File: src/rtl/spi_pkg.sv
// rtl/spi_pkg.sv - shared FSM encoding and TX entry layout for the SPI byte queue
package spi_pkg;

    typedef enum logic [1:0] {
        S_IDLE   = 2'd0,
        S_LAUNCH = 2'd1,
        S_XFER   = 2'd2
    } state_t;

    // TX entry layout: {capture, end_txn, dc, data[7:0]}
    localparam int TX_W    = 11;
    localparam int TX_CAP  = 10;
    localparam int TX_END  = 9;
    localparam int TX_DC   = 8;
    localparam int LEVEL_W = 5;

endpackage

File: src/rtl/spi_sync_fifo.sv
// rtl/spi_sync_fifo.sv - single-clock FIFO with wrap-bit pointers and registered storage
module spi_sync_fifo #(
    parameter int WIDTH = 8,
    parameter int DEPTH = 4
) (
    input  logic                     clk,
    input  logic                     rst,
    input  logic                     i_push,
    input  logic [WIDTH-1:0]         i_data,
    input  logic                     i_pop,
    output logic [WIDTH-1:0]         o_head,
    output logic                     o_full,
    output logic                     o_empty,
    output logic [$clog2(DEPTH):0]   o_level
);

    localparam int AW = $clog2(DEPTH);
    localparam logic [AW:0] PTR_ONE = 1;

    logic [AW:0]      r_wr_ptr;
    logic [AW:0]      r_rd_ptr;
    logic [WIDTH-1:0] r_mem [DEPTH];

    logic w_do_push;
    logic w_do_pop;

    assign o_empty = (r_wr_ptr == r_rd_ptr);
    assign o_full  = (r_wr_ptr[AW] != r_rd_ptr[AW]) &&
                     (r_wr_ptr[AW-1:0] == r_rd_ptr[AW-1:0]);
    assign o_level = r_wr_ptr - r_rd_ptr;
    assign o_head  = r_mem[r_rd_ptr[AW-1:0]];

    // A pop in the same cycle frees the slot, so a push at full still lands.
    assign w_do_pop  = i_pop && !o_empty;
    assign w_do_push = i_push && (!o_full || w_do_pop);

    always_ff @(posedge clk or posedge rst) begin
        if (rst) begin
            r_wr_ptr <= '0;
            r_rd_ptr <= '0;
        end else begin
            if (w_do_push) r_wr_ptr <= r_wr_ptr + PTR_ONE;
            if (w_do_pop)  r_rd_ptr <= r_rd_ptr + PTR_ONE;
        end
    end

    always_ff @(posedge clk) begin
        if (w_do_push) r_mem[r_wr_ptr[AW-1:0]] <= i_data;
    end

endmodule

File: src/rtl/spi_byte_queue.sv
// rtl/spi_byte_queue.sv - TX/RX byte queues feeding the SPI byte controller start/busy handshake
module spi_byte_queue
    import spi_pkg::*;
#(
    parameter int TX_DEPTH = 4,
    parameter int RX_DEPTH = 4
) (
    input  logic               clk,
    input  logic               rst,
    input  logic               wr_valid,
    input  logic [7:0]         wr_data,
    input  logic               wr_dc,
    input  logic               wr_end_txn,
    input  logic               wr_capture,
    output logic               wr_ready,
    output logic               rd_valid,
    output logic [7:0]         rd_data,
    input  logic               rd_pop,
    output logic [LEVEL_W-1:0] tx_level,
    output logic               rx_overflow,
    input  logic               clear_overflow,
    output logic               idle,
    output logic               ctrl_start,
    output logic [7:0]         ctrl_data,
    output logic               ctrl_dc,
    output logic               ctrl_end_txn,
    input  logic               ctrl_busy,
    input  logic [7:0]         ctrl_data_out
);

    localparam int TX_LW = $clog2(TX_DEPTH) + 1;
    localparam int RX_LW = $clog2(RX_DEPTH) + 1;

    state_t r_state;
    state_t w_state_nxt;

    logic            r_start;
    logic [7:0]      r_data;
    logic            r_dc;
    logic            r_end_txn;
    logic            r_capture;
    logic            r_overflow;

    logic [TX_W-1:0]  w_tx_entry;
    logic [TX_W-1:0]  w_tx_head;
    logic             w_tx_full;
    logic             w_tx_empty;
    logic [TX_LW-1:0] w_tx_level;
    logic             w_tx_pop;
    logic             w_launch;

    logic [7:0]       w_rx_head;
    logic             w_rx_full;
    logic             w_rx_empty;
    logic [RX_LW-1:0] w_rx_level;
    logic             w_rx_push;
    logic             w_rx_drop;
    logic             w_unused_rx_level;

    assign w_tx_entry = {wr_capture, wr_end_txn, wr_dc, wr_data};

    spi_sync_fifo #(
        .WIDTH (TX_W),
        .DEPTH (TX_DEPTH)
    ) u_tx_fifo (
        .clk     (clk),
        .rst     (rst),
        .i_push  (wr_valid),
        .i_data  (w_tx_entry),
        .i_pop   (w_tx_pop),
        .o_head  (w_tx_head),
        .o_full  (w_tx_full),
        .o_empty (w_tx_empty),
        .o_level (w_tx_level)
    );

    spi_sync_fifo #(
        .WIDTH (8),
        .DEPTH (RX_DEPTH)
    ) u_rx_fifo (
        .clk     (clk),
        .rst     (rst),
        .i_push  (w_rx_push),
        .i_data  (ctrl_data_out),
        .i_pop   (rd_pop),
        .o_head  (w_rx_head),
        .o_full  (w_rx_full),
        .o_empty (w_rx_empty),
        .o_level (w_rx_level)
    );

    assign w_unused_rx_level = ^w_rx_level;

    // Start is issued only from S_IDLE, so waiting in S_LAUNCH for a late busy cannot double-launch.
    always_comb begin
        w_state_nxt = r_state;
        w_tx_pop    = 1'b0;
        w_launch    = 1'b0;
        w_rx_push   = 1'b0;
        unique case (r_state)
            S_IDLE: begin
                if (!w_tx_empty && !ctrl_busy) begin
                    w_tx_pop    = 1'b1;
                    w_launch    = 1'b1;
                    w_state_nxt = S_LAUNCH;
                end
            end
            S_LAUNCH: begin
                if (ctrl_busy) w_state_nxt = S_XFER;
            end
            S_XFER: begin
                if (!ctrl_busy) begin
                    w_rx_push   = r_capture;
                    w_state_nxt = S_IDLE;
                end
            end
            default: w_state_nxt = S_IDLE;
        endcase
    end

    // A pop at full frees the slot, so only an unpopped full RX drops the byte.
    assign w_rx_drop = w_rx_push && w_rx_full && !rd_pop;

    always_ff @(posedge clk or posedge rst) begin
        if (rst) begin
            r_state    <= S_IDLE;
            r_start    <= 1'b0;
            r_data     <= 8'h00;
            r_dc       <= 1'b0;
            r_end_txn  <= 1'b0;
            r_capture  <= 1'b0;
            r_overflow <= 1'b0;
        end else begin
            r_state <= w_state_nxt;
            r_start <= w_launch;
            if (w_launch) begin
                r_data    <= w_tx_head[7:0];
                r_dc      <= w_tx_head[TX_DC];
                r_end_txn <= w_tx_head[TX_END];
                r_capture <= w_tx_head[TX_CAP];
            end
            if (w_rx_drop)
                r_overflow <= 1'b1;
            else if (clear_overflow)
                r_overflow <= 1'b0;
        end
    end

    assign wr_ready     = !w_tx_full;
    assign rd_valid     = !w_rx_empty;
    assign rd_data      = w_rx_head;
    assign tx_level     = LEVEL_W'(w_tx_level);
    assign rx_overflow  = r_overflow;
    assign idle         = w_tx_empty && (r_state == S_IDLE);
    assign ctrl_start   = r_start;
    assign ctrl_data    = r_data;
    assign ctrl_dc      = r_dc;
    assign ctrl_end_txn = r_end_txn;

endmodule

File: config.mk
export PLATFORM = sky130hd
export DESIGN_NAME = spi_byte_queue
export DESIGN_NICKNAME = d
export VERILOG_FILES = /design/src/rtl/spi_pkg.sv /design/src/rtl/spi_sync_fifo.sv /design/src/rtl/spi_byte_queue.sv
export SDC_FILE = /design/constraint.sdc
export NUM_CORES = 1
export LEC_CHECK = 0
export ABC_AREA = 1
export CAP_MARGIN = 10
export CORE_ASPECT_RATIO = 0.5
export CORE_MARGIN = 1
export CORE_UTILIZATION = 35
export DETAILED_ROUTE_END_ITERATION = 6
export SETUP_SLACK_MARGIN = 0.1
export SLEW_MARGIN = 20
export SYNTH_ARGS = -nofsm -noshare
export SYNTH_HDL_FRONTEND = slang
export SYNTH_HIERARCHICAL = 1
export SYNTH_SLANG_ARGS = --single-unit
File: constraint.sdc
create_clock -name clk -period 3.2 [get_ports clk]
set_input_delay 0.64 -clock clk [delete_from_list [all_inputs] [get_ports clk]]
set_output_delay 0.64 -clock clk [all_outputs]
set_load 0.1 [all_outputs]
==> metrics, run 1 <==
CP startpoint u_rx_fifo/r_rd_ptr[1]$_DFFE_PP0P_; worst-skew pair later-pin latency 0.35 ns; routed wire length 8390 um; DR WL/cell 13.7 um; share of layout cells above drive strength 1 17.9%; Ys Warns 6; family with the most delay on the worst path buffers and inverters; Post-DP HPWL 5830 um; GRT overflow 0; Max-Cap Viols 0; CTS hold repair buffers 0; endpoints failing hold 0; vias in the first global route 2634; measured slew at the worst slew-check pin 0.748 ns; IO Count 53; largest net degree at the start of global routing 26; CTS tree built; startpoint type of the worst setup path flop; Rows 28; Via density 4.52; critical path class flop to output port; CP peak stage delay 0.52 ns; Worst Hold Class flop to flop; die height 82.0 um; normalized max-slew margin 49.9%; GP Congestion 0.717; Routed Antenna Nets 0; Clock transition at path regs 0.07 ns; hold depth 2; Fmax 370 MHz; worst r2r path cells 13; CTS max path bufs 2; Post-CTS Setup Bufs 0; Final nets 481; Hold EP r_capture$_DFFE_PP0P_; Final Critical Period 2.70 ns; register area 0.00296 mm2; initial antenna violation count 0; post_cts resized 0; number of buffers inserted by port buffering 50; period utilisation layout 84.5%; Starting DRT DRC Count 160; crit path max-delay cell type dfrtp_1; CP dominant cell by count inv_1; Core Region 0.0121 mm2; Final setup violation count 0; synthesized instance count 385; Initial Utilization 36.9%; GRT Overall Usage 13.6%; Syn Area/Cell 11.6 um2; synthesized area 0.00448 mm2; unrepaired setup endpoints after global routing no; Die Wd 162 um; H-tree depth 3; FF-to-FF Start u_tx_fifo/r_wr_ptr[0]$_DFFE_PP0P_; # fillers 1115; Cell Chain, Critical Path inv_1, ha_1, nand2_1, inv_1, nand2_2, inv_1, inv_1, buf_4; CP Data Arrival Time 2.06 ns; Worst Skew 0.0130 ns; drt drc 0; first-pass GRT wire length 13500 um; status finished, final reports clean; Sink Count 103; Max FO, Critical Path 11; drt first pass iters 6; Worst Path Required 2.56 ns; synth-to-layout area growth 21.8%; dpl cells 595; root buf cell clkbuf_16; Final Instance Count excl. Fillers 611; reg-to-reg setup timing slack 0.58 ns; max-slew violation count 0; cts bufs inserted 9; FF-to-FF End u_tx_fifo/r_mem[3][10]$_DFFE_PP_; via count 2760; hold_sp r_capture$_DFFE_PP0P_; critical path endpoint category output port; Total Die Area 0.0133 mm2; Worst Path Buf+Inv 5; Final TNS setup 0 ns; # diodes 0; Multi-input gate area 0.00127 mm2
==> final cells by class <==
| type | count | area share [%] |
|---|---|---|
| Timing Repair Buffer | 59 | 9.91 |
| Clock inverter | 7 | 1.88 |
| Sequential cell | 103 | 54.2 |
| Clock buffer | 9 | 4.13 |
| Tap cell | 165 | 3.78 |
| Inverter | 41 | 2.84 |
| Multi-Input combinational cell | 227 | 23.2 |
==> flip-flops by register name (all words and copies together) (netlist names), 2 cells and up <==
| signal | cells |
|---|---|
| u_tx_fifo/r_wr_ptr | 3 |
| u_rx_fifo/r_wr_ptr | 3 |
| u_rx_fifo/r_mem | 32 |
| ctrl_data | 8 |
| u_tx_fifo/r_rd_ptr | 3 |
| u_tx_fifo/r_mem | 44 |
| r_state | 2 |
| u_rx_fifo/r_rd_ptr | 3 |
==> worst register-to-register path: cells and delay by family, from the launching register on <==
kind                       cells  cell delay [ns]
adders and majority gates      1             0.32
buffers and inverters          6             0.91
DFF                            1             0.39
and+or+nand+nor                6             0.65
==> layer usage <==
layer | track usage (%) | up-vias | share of wire (%)
li1 | - | 1416 | -
met1 | 17.1 | 1298 | 47
met2 | 22.9 | 42 | 49
met3 | 3.84 | 4 | 3.2
met4 | 4.81 | 0 | 0.61
met5 | 0 | - | 0
==> placed cells by master (no fill, tap or decap), drive strengths merged <==
cell type / instances
nand3: 27
edfxtp: 76
o21ai: 39
nor2: 52
a21boi: 1
ha: 14
clkdlybuf4s50: 24
bufinv: 1
fa: 1
buf: 35
nor3b: 1
clkinv: 5
conb: 2
nand2: 65
dfrtp: 27
nor3: 1
xor2: 5
clkbuf: 9
o22ai: 19
inv: 42
==> stage by stage <==
stage	util, %	worst slack, ns	hold slack [ns]	cell area (um2)
2_1_floorplan	-	0.126	0.431	4490
3_3_place_gp	42.3	0.545	0.458	5130
3_5_place_dp	42.3	0.489	0.462	5130
4_1_cts	45.0	0.446	0.480	5460
5_1_grt	45.0	0.288	0.486	5460
6_report	45.0	0.495	0.482	5460
==> worst max-delay path by stage <==
stage / depth (start not counted) / endpoint / slack, ns
4_1_cts: 8 / rd_valid / 0.45
3_5_place_dp: 8 / u_tx_fifo/r_mem[3][7]$_DFFE_PP_ / 0.49
2_1_floorplan: 8 / idle / 0.13
5_1_grt: 8 / rd_valid / 0.29
3_3_place_gp: 8 / u_tx_fifo/r_mem[3][4]$_DFFE_PP_ / 0.54
6_report: 8 / rd_valid / 0.50
Power of run 1 is left out: the tool's default activity adds up to more than one toggle a clock period on the data nets, which glitch-free logic cannot reach.
==> run 2, diff against run 1 <==
==> constraint.sdc (replaced) <==
create_clock -name clk -period 2.8 [get_ports clk]
set_input_delay 0.56 -clock clk [delete_from_list [all_inputs] [get_ports clk]]
set_output_delay 0.56 -clock clk [all_outputs]
set_load 0.1 [all_outputs]
==> run 2 against run 1 <==
Against the previous run:
- worst setup slack worse by 0.25 ns
- highest routed layer unchanged
- final cell count is 0.49% higher
- non-clock buffer count is 3 higher
- cell area is 3.7% higher
- critical endpoint is now idle
- sequential share of layout area is 1.9 points lower
- wire length is 3.6% higher
- flip-flop and latch count stayed put
- first-iteration DRC count is 29% higher
- critical path depth stayed put
==> metrics, run 2 (same netlist as run 1, synthesis figures left out) <==
Final nets 484 (+0.62%); CTS hold repair buffers 0 (unchanged); Core Region 0.0121 mm2 (unchanged); Initial Utilization 36.9% (unchanged); share of layout cells above drive strength 1 21.2% (+3.2 points); GRT Overall Usage 14.1% (+0.52 points); Fmax 392 MHz; FF-to-FF End u_tx_fifo/r_mem[3][0]$_DFFE_PP_; largest net degree at the start of global routing 26 (unchanged); synth-to-layout area growth 26.4%; Rows 28 (unchanged); post_cts resized 0 (unchanged); reg-to-reg setup timing slack 0.29 ns (-0.29 ns); Starting DRT DRC Count 207 (+29%); root buf cell clkbuf_16; worst setup path end idle; cts bufs inserted 9 (unchanged); Clock transition at path regs 0.07 ns (about the same); unrepaired setup endpoints after global routing no; routed wire length 8700 um (+3.6%); commonest non-fill, non-tap cell in the layout edfxtp_1; Largest register FFs 44 (unchanged); Sink Count 103 (unchanged); FF-to-FF Start u_tx_fifo/r_wr_ptr[0]$_DFFE_PP0P_; Die Wd 162 um (unchanged); Post-DP HPWL 6120 um (+4.9%); Max FO, Critical Path 5 (-6); # fillers 1100 (-1.3%); number of buffers inserted by port buffering 50 (unchanged); Worst Path Required 2.24 ns (-0.32 ns); Routed Antenna Nets 0 (unchanged); vias in the first global route 2619 (-0.57%); Total Die Area 0.0133 mm2 (unchanged); initial antenna violation count 0 (unchanged); startpoint type of the worst setup path flop; drt first pass iters 4 (-2); commonest non-fill, non-tap cells in the layout edfxtp_1, nand2_1, nor2_1; worst r2r path cells 13 (unchanged); Final Util 46.7% (+1.7 points); # diodes 0 (unchanged); GRT overflow 0 (unchanged); via count 2832 (+2.6%); max-slew violation count 0 (unchanged); CP Data Arrival Time 1.99 ns (-0.07 ns); Final setup violation count 0 (unchanged); drt drc 0 (unchanged); die height 82.0 um (unchanged); CTS max path bufs 2 (unchanged); status finished, final reports clean; measured slew at the worst slew-check pin 0.576 ns (-0.172 ns); critical path class flop to output port; Post-CTS Setup Bufs 0 (unchanged); first-pass GRT wire length 13900 um (+3.3%); Via density 4.61 (+2.1%); IO Count 53 (unchanged); CP startpoint u_tx_fifo/r_wr_ptr[0]$_DFFE_PP0P_; H-tree depth 3 (unchanged); critical path endpoint category output port; worst-skew pair later-pin latency 0.35 ns (about the same); CTS tree built; Worst Hold Class flop to flop; Max-Cap Viols 0 (unchanged); period utilisation layout 91.1%; endpoints failing hold 0 (unchanged); DR WL/cell 14.2 um (+3.1%); Worst Skew 0.00619 ns (-0.00685 ns); normalized max-slew margin 61.6% (+12 points); Final Critical Period 2.55 ns; GP Congestion 0.779 (+8.6%)
run 2: final cells by class:
| type | instances | area (um2) | area share (%) |
|---|---|---|---|
| sequential | 103 | 2960 | 52.3 |
| multi-input combinational | 227 | 1340 | 23.6 |
| inverter | 41 | 155 | 2.74 |
| timing repair buffer | 62 | 701 | 12.4 |
| clock inverter | 7 | 77.6 | 1.37 |
| clock buffer | 9 | 225 | 3.98 |
| tap | 165 | 206 | 3.65 |
run 2: metrics by stage:
step                hold WS (ns)  setup TNS (ns)  cell area [um2]  setup slack [ns]  std cells
finish                     0.475               0             5660             0.249        614
global route               0.496               0             5660             0.105        614
CTS                        0.477               0             5650             0.153        614
detailed placement         0.459               0             5350             0.182        598
global placement           0.458               0             5350             0.264        598
floorplan                  0.351          -0.194             4550            -0.194        386
run 2: how the worst min path moves through the flow:
stage | from | endpoint | slack, ns | cells past startpoint
2_1_floorplan | rst | u_rx_fifo/r_rd_ptr[0]$_DFFE_PP0P_ | 0.35 | 1
3_3_place_gp | ctrl_data[4]$_DFFE_PP0P_ | ctrl_data[4]$_DFFE_PP0P_ | 0.46 | 2
3_5_place_dp | r_capture$_DFFE_PP0P_ | r_capture$_DFFE_PP0P_ | 0.46 | 2
4_1_cts | r_capture$_DFFE_PP0P_ | r_capture$_DFFE_PP0P_ | 0.48 | 2
5_1_grt | r_capture$_DFFE_PP0P_ | r_capture$_DFFE_PP0P_ | 0.50 | 2
6_report | r_capture$_DFFE_PP0P_ | r_capture$_DFFE_PP0P_ | 0.47 | 2
run 2: worst max-delay path, stage by stage, from the launching register on:
cell	delay, ns
dfrtp_1	0.39
inv_1	0.11
ha_1	0.31
nand2_1	0.08
clkinv_2	0.09
nand2_4	0.08
inv_1	0.12
nor3b_2	0.25
buf_12	0.21
run 2: per-layer routing:
metal	track usage (%)	wire length, um
met1	19.4	4220
met2	21.7	3990
met3	3.59	381
met4	5.38	108
met5	0	0
Power of run 2 is left out for the same reason.
==> run 3, diff against run 2 <==
--- a/config.mk
+++ b/config.mk
@@ -6,11 +6,12 @@
 export NUM_CORES = 1
 export LEC_CHECK = 0
 export ABC_AREA = 1
-export CAP_MARGIN = 10
+export CAP_MARGIN = 20
 export CORE_ASPECT_RATIO = 0.5
 export CORE_MARGIN = 1
 export CORE_UTILIZATION = 35
 export DETAILED_ROUTE_END_ITERATION = 6
+export GPL_ROUTABILITY_DRIVEN = 0
 export SETUP_SLACK_MARGIN = 0.1
 export SLEW_MARGIN = 20
 export SYNTH_ARGS = -nofsm -noshare
==> results of run 3 <==
Final layout, timing and power as in run 2 (identical DEF).
Power of run 3 is left out for the same reason.
